### src/rtl/chain_pkg.sv
// Shared constants for the chaining DP scoring blocks.
package chain_pkg;
  localparam int COORD_W_DEF = 32;
  localparam int SCORE_W_DEF = 32;
  localparam int LOG2_LAT = 3;
  localparam int Q_FRAC = 8;
  localparam logic [SCORE_W_DEF-1:0] NEG_INF = {1'b1, {(SCORE_W_DEF-1){1'b0}}};
endpackage

### src/rtl/chain_delay_line.sv
// Async-reset shift register that aligns pair state with the ilog2 latency.
// Bit 0 of each word is treated as that stage's valid flag and ORed into lead_or.
module chain_delay_line #(
  parameter int W     = 1,
  parameter int DEPTH = 3
) (
  input  logic         clk,
  input  logic         reset,
  input  logic [W-1:0] d,
  output logic [W-1:0] q,
  output logic         lead_or
);
  logic [DEPTH-1:0][W-1:0] sr;

  always_ff @(posedge clk or posedge reset) begin
    if (reset) begin
      sr <= '0;
    end else begin
      sr[0] <= d;
      for (int i = 1; i < DEPTH; i++) begin
        sr[i] <= sr[i-1];
      end
    end
  end

  assign q = sr[DEPTH-1];

  always_comb begin
    lead_or = 1'b0;
    for (int i = 0; i < DEPTH; i++) begin
      lead_or = lead_or | sr[i][0];
    end
  end
endmodule

### src/rtl/chain_gap_score.sv
// Scores one anchor pair (i, j): range/band rejection, linear + log gap cost, f[j] + sc.
// Handshake: in_valid/out_valid are plain per-cycle flags, no ready; a pair sampled at edge k appears at edge k+5.
module chain_gap_score
  import chain_pkg::*;
#(
  parameter int COORD_W  = COORD_W_DEF,
  parameter int SCORE_W  = SCORE_W_DEF,
  parameter int SPAN_W   = 8,
  parameter int IDX_W    = 16,
  parameter int LOG2_LAT = chain_pkg::LOG2_LAT
) (
  input  logic               clk,
  input  logic               reset,
  input  logic               in_valid,
  input  logic [COORD_W-1:0] in_ri,
  input  logic [COORD_W-1:0] in_qi,
  input  logic [COORD_W-1:0] in_rj,
  input  logic [COORD_W-1:0] in_qj,
  input  logic [SPAN_W-1:0]  in_span,
  input  logic [SCORE_W-1:0] in_fj,
  input  logic [IDX_W-1:0]   in_tag,
  input  logic [COORD_W-1:0] cfg_max_dist_x,
  input  logic [COORD_W-1:0] cfg_max_dist_y,
  input  logic [COORD_W-1:0] cfg_bw,
  input  logic [15:0]        cfg_avg_qspan,
  output logic [31:0]        dd_o,
  input  logic [4:0]         log2_i,
  output logic               out_valid,
  output logic [SCORE_W-1:0] out_score,
  output logic               out_reject,
  output logic [IDX_W-1:0]   out_tag,
  output logic               busy
);
  localparam int PROD_W = COORD_W + 16;
  localparam int DW     = IDX_W + SCORE_W + SPAN_W + COORD_W + COORD_W + 2;
  localparam logic [SCORE_W-1:0] SCORE_MAX = {1'b0, {(SCORE_W-1){1'b1}}};
  localparam logic [SCORE_W-1:0] SCORE_MIN = {1'b1, {(SCORE_W-1){1'b0}}};

  // S1 combinational geometry
  logic signed [COORD_W:0]   dq, dr;
  logic signed [COORD_W+1:0] diff;
  logic [COORD_W+1:0]        dd_full;
  logic [COORD_W-1:0]        min_d_c;
  logic                      rej_c;

  always_comb begin
    dq      = $signed({1'b0, in_qi}) - $signed({1'b0, in_qj});
    dr      = $signed({1'b0, in_ri}) - $signed({1'b0, in_rj});
    diff    = dr - dq;
    dd_full = diff[COORD_W+1] ? $unsigned(-diff) : $unsigned(diff);
    min_d_c = (dq < dr) ? dq[COORD_W-1:0] : dr[COORD_W-1:0];
    rej_c   = dq[COORD_W] || (dq == '0) || dr[COORD_W] || (dr == '0)
           || (dq[COORD_W-1:0] > cfg_max_dist_x)
           || (dr[COORD_W-1:0] > cfg_max_dist_y)
           || (dd_full > {2'b00, cfg_bw});
  end

  logic               s1_v, s1_rej;
  logic [COORD_W-1:0] s1_dd, s1_min;
  logic [SPAN_W-1:0]  s1_span;
  logic [SCORE_W-1:0] s1_fj;
  logic [IDX_W-1:0]   s1_tag;

  always_ff @(posedge clk or posedge reset) begin
    if (reset) begin
      s1_v    <= 1'b0;
      s1_rej  <= 1'b0;
      s1_dd   <= '0;
      s1_min  <= '0;
      s1_span <= '0;
      s1_fj   <= '0;
      s1_tag  <= '0;
    end else begin
      s1_v    <= in_valid;
      s1_rej  <= rej_c;
      s1_dd   <= dd_full[COORD_W-1:0];
      s1_min  <= min_d_c;
      s1_span <= in_span;
      s1_fj   <= in_fj;
      s1_tag  <= in_tag;
    end
  end

  assign dd_o = 32'(s1_dd);

  // D1..D3: carry the pair while the external ilog2 unit works on dd_o
  logic [DW-1:0]      d_in, d_out;
  logic               d_busy, d_v, d_rej;
  logic [COORD_W-1:0] d_dd, d_min;
  logic [SPAN_W-1:0]  d_span;
  logic [SCORE_W-1:0] d_fj;
  logic [IDX_W-1:0]   d_tag;

  assign d_in = {s1_tag, s1_fj, s1_span, s1_min, s1_dd, s1_rej, s1_v};
  assign {d_tag, d_fj, d_span, d_min, d_dd, d_rej, d_v} = d_out;

  chain_delay_line #(.W(DW), .DEPTH(LOG2_LAT)) u_delay (
    .clk     (clk),
    .reset   (reset),
    .d       (d_in),
    .q       (d_out),
    .lead_or (d_busy)
  );

  // S4 gap cost
  logic [PROD_W-1:0]  prod;
  logic [SCORE_W-1:0] gap, sc_c;
  logic [COORD_W-1:0] span_ext, min_cs;

  always_comb begin
    prod     = PROD_W'(d_dd) * PROD_W'(cfg_avg_qspan);
    gap      = SCORE_W'(prod >> Q_FRAC) + SCORE_W'(log2_i >> 1);
    span_ext = COORD_W'(d_span);
    min_cs   = (d_min < span_ext) ? d_min : span_ext;
    sc_c     = SCORE_W'(min_cs) - gap;
  end

  logic               s4_v, s4_rej;
  logic [SCORE_W-1:0] s4_sc, s4_fj;
  logic [IDX_W-1:0]   s4_tag;

  always_ff @(posedge clk or posedge reset) begin
    if (reset) begin
      s4_v   <= 1'b0;
      s4_rej <= 1'b0;
      s4_sc  <= '0;
      s4_fj  <= '0;
      s4_tag <= '0;
    end else begin
      s4_v   <= d_v;
      s4_rej <= d_rej;
      s4_sc  <= sc_c;
      s4_fj  <= d_fj;
      s4_tag <= d_tag;
    end
  end

  // S5 saturating add; outputs hold between valid results
  logic [SCORE_W:0]   sum;
  logic [SCORE_W-1:0] sat;

  always_comb begin
    sum = {s4_fj[SCORE_W-1], s4_fj} + {s4_sc[SCORE_W-1], s4_sc};
    if (sum[SCORE_W] != sum[SCORE_W-1]) begin
      sat = sum[SCORE_W] ? SCORE_MIN : SCORE_MAX;
    end else begin
      sat = sum[SCORE_W-1:0];
    end
  end

  always_ff @(posedge clk or posedge reset) begin
    if (reset) begin
      out_valid  <= 1'b0;
      out_score  <= '0;
      out_reject <= 1'b0;
      out_tag    <= '0;
    end else begin
      out_valid <= s4_v;
      if (s4_v) begin
        out_score  <= s4_rej ? SCORE_MIN : sat;
        out_reject <= s4_rej;
        out_tag    <= s4_tag;
      end
    end
  end

  assign busy = s1_v | d_busy | s4_v;
endmodule

### config.mk
export PLATFORM = sky130hd
export DESIGN_NAME = chain_gap_score
export DESIGN_NICKNAME = d
export VERILOG_FILES = /design/src/rtl/chain_pkg.sv /design/src/rtl/chain_delay_line.sv /design/src/rtl/chain_gap_score.sv
export SDC_FILE = /design/constraint.sdc
export NUM_CORES = 2
export LEC_CHECK = 0
export CAP_MARGIN = 10
export CORE_MARGIN = 10
export CORE_UTILIZATION = 43
export CTS_BUF_LIST = sky130_fd_sc_hd__clkbuf_2 sky130_fd_sc_hd__clkbuf_4 sky130_fd_sc_hd__clkbuf_8
export CTS_CLUSTER_DIAMETER = 40
export DETAILED_ROUTE_END_ITERATION = 10
export GPL_TIMING_DRIVEN = 0
export PLACE_DENSITY = 0.62
export SLEW_MARGIN = 20
export SYNTH_ARGS = -nofsm -noshare
export SYNTH_HDL_FRONTEND = slang
export SYNTH_HIERARCHICAL = 1
export SYNTH_SLANG_ARGS = --single-unit
export TNS_END_PERCENT = 1
### constraint.sdc
create_clock -name clk -period 22.6 [get_ports clk]
set_input_delay 4.52 -clock clk [delete_from_list [all_inputs] [get_ports clk]]
set_output_delay 4.52 -clock clk [all_outputs]
set_load 0.005 [all_outputs]
### Word level (Yosys, flattened, before mapping)

Cells that the tools add are included.

| storage, ports and cells | value |
|---|---|
| register bits after elaboration | 620 |
| output and inout port bits | 83 |
| memories kept | 0 |
| bits in writable memories | 0 |
| bits of input ports | 304 |
| word-level logic and storage cells | 51 |
| bits in latches | 0 |
| bits in read-only memories | 0 |

| cells by class | value |
|---|---|
| order comparisons | 5 |
| multiply operators | 1 |
| eq/ne operators | 1 |
| div/mod/pow operators | 0 |
| add/subtract/negate cells | 7 |
| muxes and demuxes | 6 |
| shift operators | 0 |
| reduce and logical (&&, ||, !) cells | 8 |
| bitwise logic cells | 4 |

Operator list:

| kind | number |
|---|---|
| $mux W32 | 5 |
| $logic_not A33 Y1 | 2 |
| $sub A32 B32 Y33 | 2 |
| $gt A32 B32 Y1 | 2 |
| $mul A32 B16 Y40 | 1 |
| $gt A34 B32 Y1 | 1 |
| $mux W34 | 1 |
| $neg A34 Y34 | 1 |
| $sub A33 B33 Y34 | 1 |
| $add A32 B32 Y33 | 1 |
| $lt A33 B33 Y1 | 1 |
| $add A32 B4 Y32 | 1 |
| $lt A32 B8 Y1 | 1 |
| $sub A32 B32 Y32 | 1 |
| $logic_or A1 B1 Y1 | 6 |
| $or A1 B1 Y1 | 4 |
| $ne A1 B1 Y1 | 1 |

### Depth between registers and ports, before layout

| depth | value |
|---|---|
| word-level depth | 8 |
| gate-level depth with buffers | 42 |
| mapped depth without buffers | 40 |

### Cells and area by module

Netlist, hierarchy kept.

By module, submodules not included:

| module | instances | area each (um2) | cells an instance |
|---|---|---|---|
| chain_gap_score | 1 | 34,152.8 | 3,825 |
| chain_delay_line | 1 | 10,084.7 | 490 |

### Least setup slack after synthesis

No wires, ideal clock.

| timing | value |
|---|---|
| kind | in2reg |
| start | input port cfg_avg_qspan[12] |
| end | register s4_sc[31] |
| setup slack | 9.073 ns |
| cell stages on the path | 36 |
| arrival time | 13.402 ns |
| data required time | 22.476 ns |
| cells stage by stage | clkbuf_1 > clkbuf_1 > nand2_1 > fa_1 > inv_1 > fa_1 > fa_1 > fa_1 > fa_1 > inv_1 > fa_1 > inv_1 > ha_1 > a21o_1 > a21o_1 > a21o_1 > a221o_1 > a21o_1 > a32o_1 > a221oi_1 > o21ai_1 > a21oi_1 > nor2b_1 > o41ai_1 > nor2b_1 > nor2_1 > xnor2_1 > ha_1 > inv_1 > ha_1 > and3_1 > and4_1 > a2111oi_0 > o31ai_1 > a21oi_1 > xnor2_1 |

| between the ends | value |
|---|---|
| longest elaborated chain between the ends | 3 |

RTL lines:

| what | RTL line | source |
|---|---|---|
| start: declaration | chain_gap_score.sv:25 | `input logic [15:0] cfg_avg_qspan,` |
| $mul A32 B16 Y40 | chain_gap_score.sv:111 | `prod = PROD_W'(d_dd) * PROD_W'(cfg_avg_qspan);` |
| $add A32 B4 Y32 | chain_gap_score.sv:112 | `gap = SCORE_W'(prod >> Q_FRAC) + SCORE_W'(log2_i >> 1);` |
| $sub A32 B32 Y32 | chain_gap_score.sv:115 | `sc_c = SCORE_W'(min_cs) - gap;` |
| net sc_c[31] | chain_gap_score.sv:107 | `logic [SCORE_W-1:0] gap, sc_c;` |
| end signal: assignment | chain_gap_score.sv:126 | `s4_sc <= '0;` |
| end signal: assignment | chain_gap_score.sv:132 | `s4_sc <= sc_c;` |
| end: declaration | chain_gap_score.sv:119 | `logic [SCORE_W-1:0] s4_sc, s4_fj;` |

The timed path passes the listed nets, and every way through them passes these cells.
A chain may end at the register's enable or synchronous reset.

### Worst setup path in the final report

| timing | value |
|---|---|
| start | input port cfg_avg_qspan[11] |
| end | register s4_sc[31] |

Same word-level chain as after synthesis.

==> flow_summary.json <==
{
  "min_path_cells": 0,
  "cp_common_cell": "fa_1",
  "clkSinkCount": 620,
  "grt_pass1_vias": 33522,
  "drc": 1,
  "critical_path.endpoint_type": "register",
  "die_w_um": 341,
  "hold_class": "register to register",
  "reg2reg_to": "s4_sc[31]",
  "grt_pass1_wl_mm": 190,
  "synth.top_cells.by_count": "inv_1 (754), dfrtp_1 (620), nand2_1 (409)",
  "cpPeakStageDelay_ps": 710,
  "crit_end": "s4_sc[31]",
  "yosys.area.top_type_share_pct": 35.1,
  "fill_cells": 9376,
  "r2r_setup_slack_ps": 11820,
  "drv_cap": 0,
  "synth_largest_area_cell": "dfrtp_1",
  "cts_resized": 0,
  "synth_area_um2": 44200,
  "slowest_stage": "a2111oi_0",
  "clk_latency_ps": 720,
  "rsz0062_at_grt": "false",
  "critPathMaxFanout": 10,
  "syn_inst": 4315,
  "drive_above_1_share_pct": 7.48,
  "die-area_um2": 116000,
  "crit_arrival_ps": 15750,
  "worst_slew_margin_rel_pct": 26.1,
  "critPathLaunchType": "input pin",
  "post_drt_wl_per_cell_um": 19.3,
  "core_um2": 102000,
  "globalRouteMet1Util_pct": 25.5,
  "critPathLaunch": "cfg_avg_qspan[11]",
  "drt_iter0_markers": 1900,
  "ant_nets": 0,
  "vias": 31479,
  "yosys.cell_types.count": 92,
  "period_minus_slack_ps": 15150,
  "max_freq_ghz": 0.0660,
  "grt_util_met3_pct": 5.37,
  "tns_ps": 0,
  "synth_area_leaders": "dfrtp_1 (35%), fa_1 (18%), ha_1 (10%)",
  "cp_data_required_time_ps": 23200,
  "cts.clk_slew.worst_paths_ps": 60,
  "syn_to_final_growth_pct": 18.0,
  "slew_violations": 0,
  "rr_startpoint": "u_delay/q[13]",
  "busiest_layer": "met2",
  "io_buffers": 384,
  "grt_max_degree": 98,
  "ys_seq_area_share_pct": 35.1,
  "worst_pin_slew_ps": 1080,
  "rows": 117,
  "synth_edf_count": 0,
  "drt_first_pass_iters": 9,
  "dp.final_hpwl_mm": 100,
  "violations": "DRC",
  "synth.most_common_cell": "inv_1",
  "reg2reg_depth": 38,
  "ys_async_sr_fraction_pct": 100,
  "final_nets": 5895,
  "vias_per_cell": 5.03,
  "syn_area_per_cell_um2": 10.3,
  "synth_ff_type": "dfrtp_1",
  "numCtsBuffers": 96,
  "crit_type": "input pin to register",
  "yosys_warnings": 6,
  "cts_tree": "done",
  "die_h_um": 341,
  "grtUsageMet2_pct": 36.0,
  "wl_mm": 121,
  "grt_usage_pct": 20.9,
  "cts.path.max_buffers": 3,
  "status": "complete, but fails checks",
  "place.gp.congestion": 0.930,
  "finalCritPeriodShare_pct": 67.0,
  "synth_seq_cells": 620,
  "cts_max_level": 3,
  "antenna_found_initial": 13,
  "setup_viol": 0,
  "grt_overflow": 0,
  "hold_viol": 0,
  "cts_hold_buf": 0,
  "pin_count": 387,
  "start_util_pct": 43.4,
  "cts_setup_buffers": 0,
  "finalClockSkew_ps": 50.7,
  "cts_root_buf": "clkbuf_8"
}
[per-layer routing]
metal / routed length (um) / vias up
met5: 133 / -
met4: 3840 / 22
met3: 9480 / 199
met2: 59300 / 953
met1: 48300 / 15466
li1: - / 14839
[area by class of cell]
type | count | area, um^2 | area share, %
Inverter | 754 | 2850 | 5.45
Timing Repair Buffer | 389 | 3980 | 7.63
Clock inverter | 29 | 382 | 0.731
Sequential cell | 620 | 15500 | 29.7
Clock buffer | 138 | 1790 | 3.43
Buffer | 232 | 1330 | 2.55
Multi-Input combinational cell | 2731 | 24600 | 47.2
Tap cell | 1368 | 1710 | 3.28
Antenna cell | 1 | 2.50 | 0.00479
[layout by cell type, fill, tap and decap left out, drive strengths merged, types with 37 or more instances in the layout]
cell,count
a21o,113
a21oi,171
and2,176
and3,41
buf,132
clkbuf,243
clkdlybuf4s50,384
dfrtp,620
fa,399
ha,368
inv,761
nand2,409
nand3,37
nand4,43
nor2,125
nor2b,41
nor3,47
o21ai,108
xnor2,141
xor2,63
[kinds of logic (layout without fill, tap and decap cells)]
logic type               Yosys count  in the layout  synth area share (%)
AO/OA/AOI/OAI                    655            655                  10.1
AND/OR/NAND/NOR                 1023           1023                  11.4
XOR/XNOR                         204            204                  4.04
adder cells (fa/ha/maj)          785            785                  28.9
buffers and inverters            986           1542                  9.41
multiplexers                      41             41                  1.03
other                              1             24               0.00848
flip-flops                       620            620                  35.1
[critical path, delay by kind of cell]
| family | cells | cell delay, ps |
|---|---|---|
| buffers and inverters | 7 | 1700 |
| XOR/XNOR | 2 | 210 |
| AND/OR/NAND/NOR | 6 | 990 |
| adder cells (fa/ha/maj) | 9 | 4180 |
| AO/OA/AOI/OAI | 13 | 4180 |
[flip-flops by register name, indices dropped and copies added (netlist names)]
| signal | count |
|---|---|
| s4_tag | 16 |
| s1_rej | 1 |
| s1_fj | 32 |
| s4_fj | 32 |
| out_valid | 1 |
| s1_span | 8 |
| out_score | 32 |
| s4_rej | 1 |
| u_delay/q | 122 |
| s4_v | 1 |
| s4_sc | 32 |
| u_delay/sr | 244 |
| out_tag | 16 |
| dd_o | 32 |
| s1_min | 32 |
| out_reject | 1 |
| s1_tag | 16 |
| s1_v | 1 |
[worst min-delay path by stage]
stage                                from         endpoint
after floorplan           u_delay/sr[222]   u_delay/q[100]
after global placement    u_delay/sr[240]   u_delay/q[118]
after detailed placement  u_delay/sr[228]   u_delay/q[106]
after CTS                  u_delay/sr[45]  u_delay/sr[167]
after global routing      u_delay/sr[164]    u_delay/q[42]
final                      u_delay/sr[45]  u_delay/sr[167]
[stage by stage]
step / hold slack (ps) / instances / cell area, um^2 / setup slack, ps / util, %
after global placement: 331 / 6089 / 49900 / 3700 / 48.9
after detailed placement: 335 / 6094 / 50000 / 6980 / 49.0
final: 308 / 6262 / 52200 / 7450 / 51.2
after floorplan: 331 / 4337 / 44300 / 7920 / -
after CTS: 312 / 6261 / 52200 / 7660 / 51.2
after global routing: 318 / 6262 / 52200 / 6990 / 51.2
Power is not shown: default switching activity piles up to over one toggle a cycle in this logic, so the estimate is an artifact.
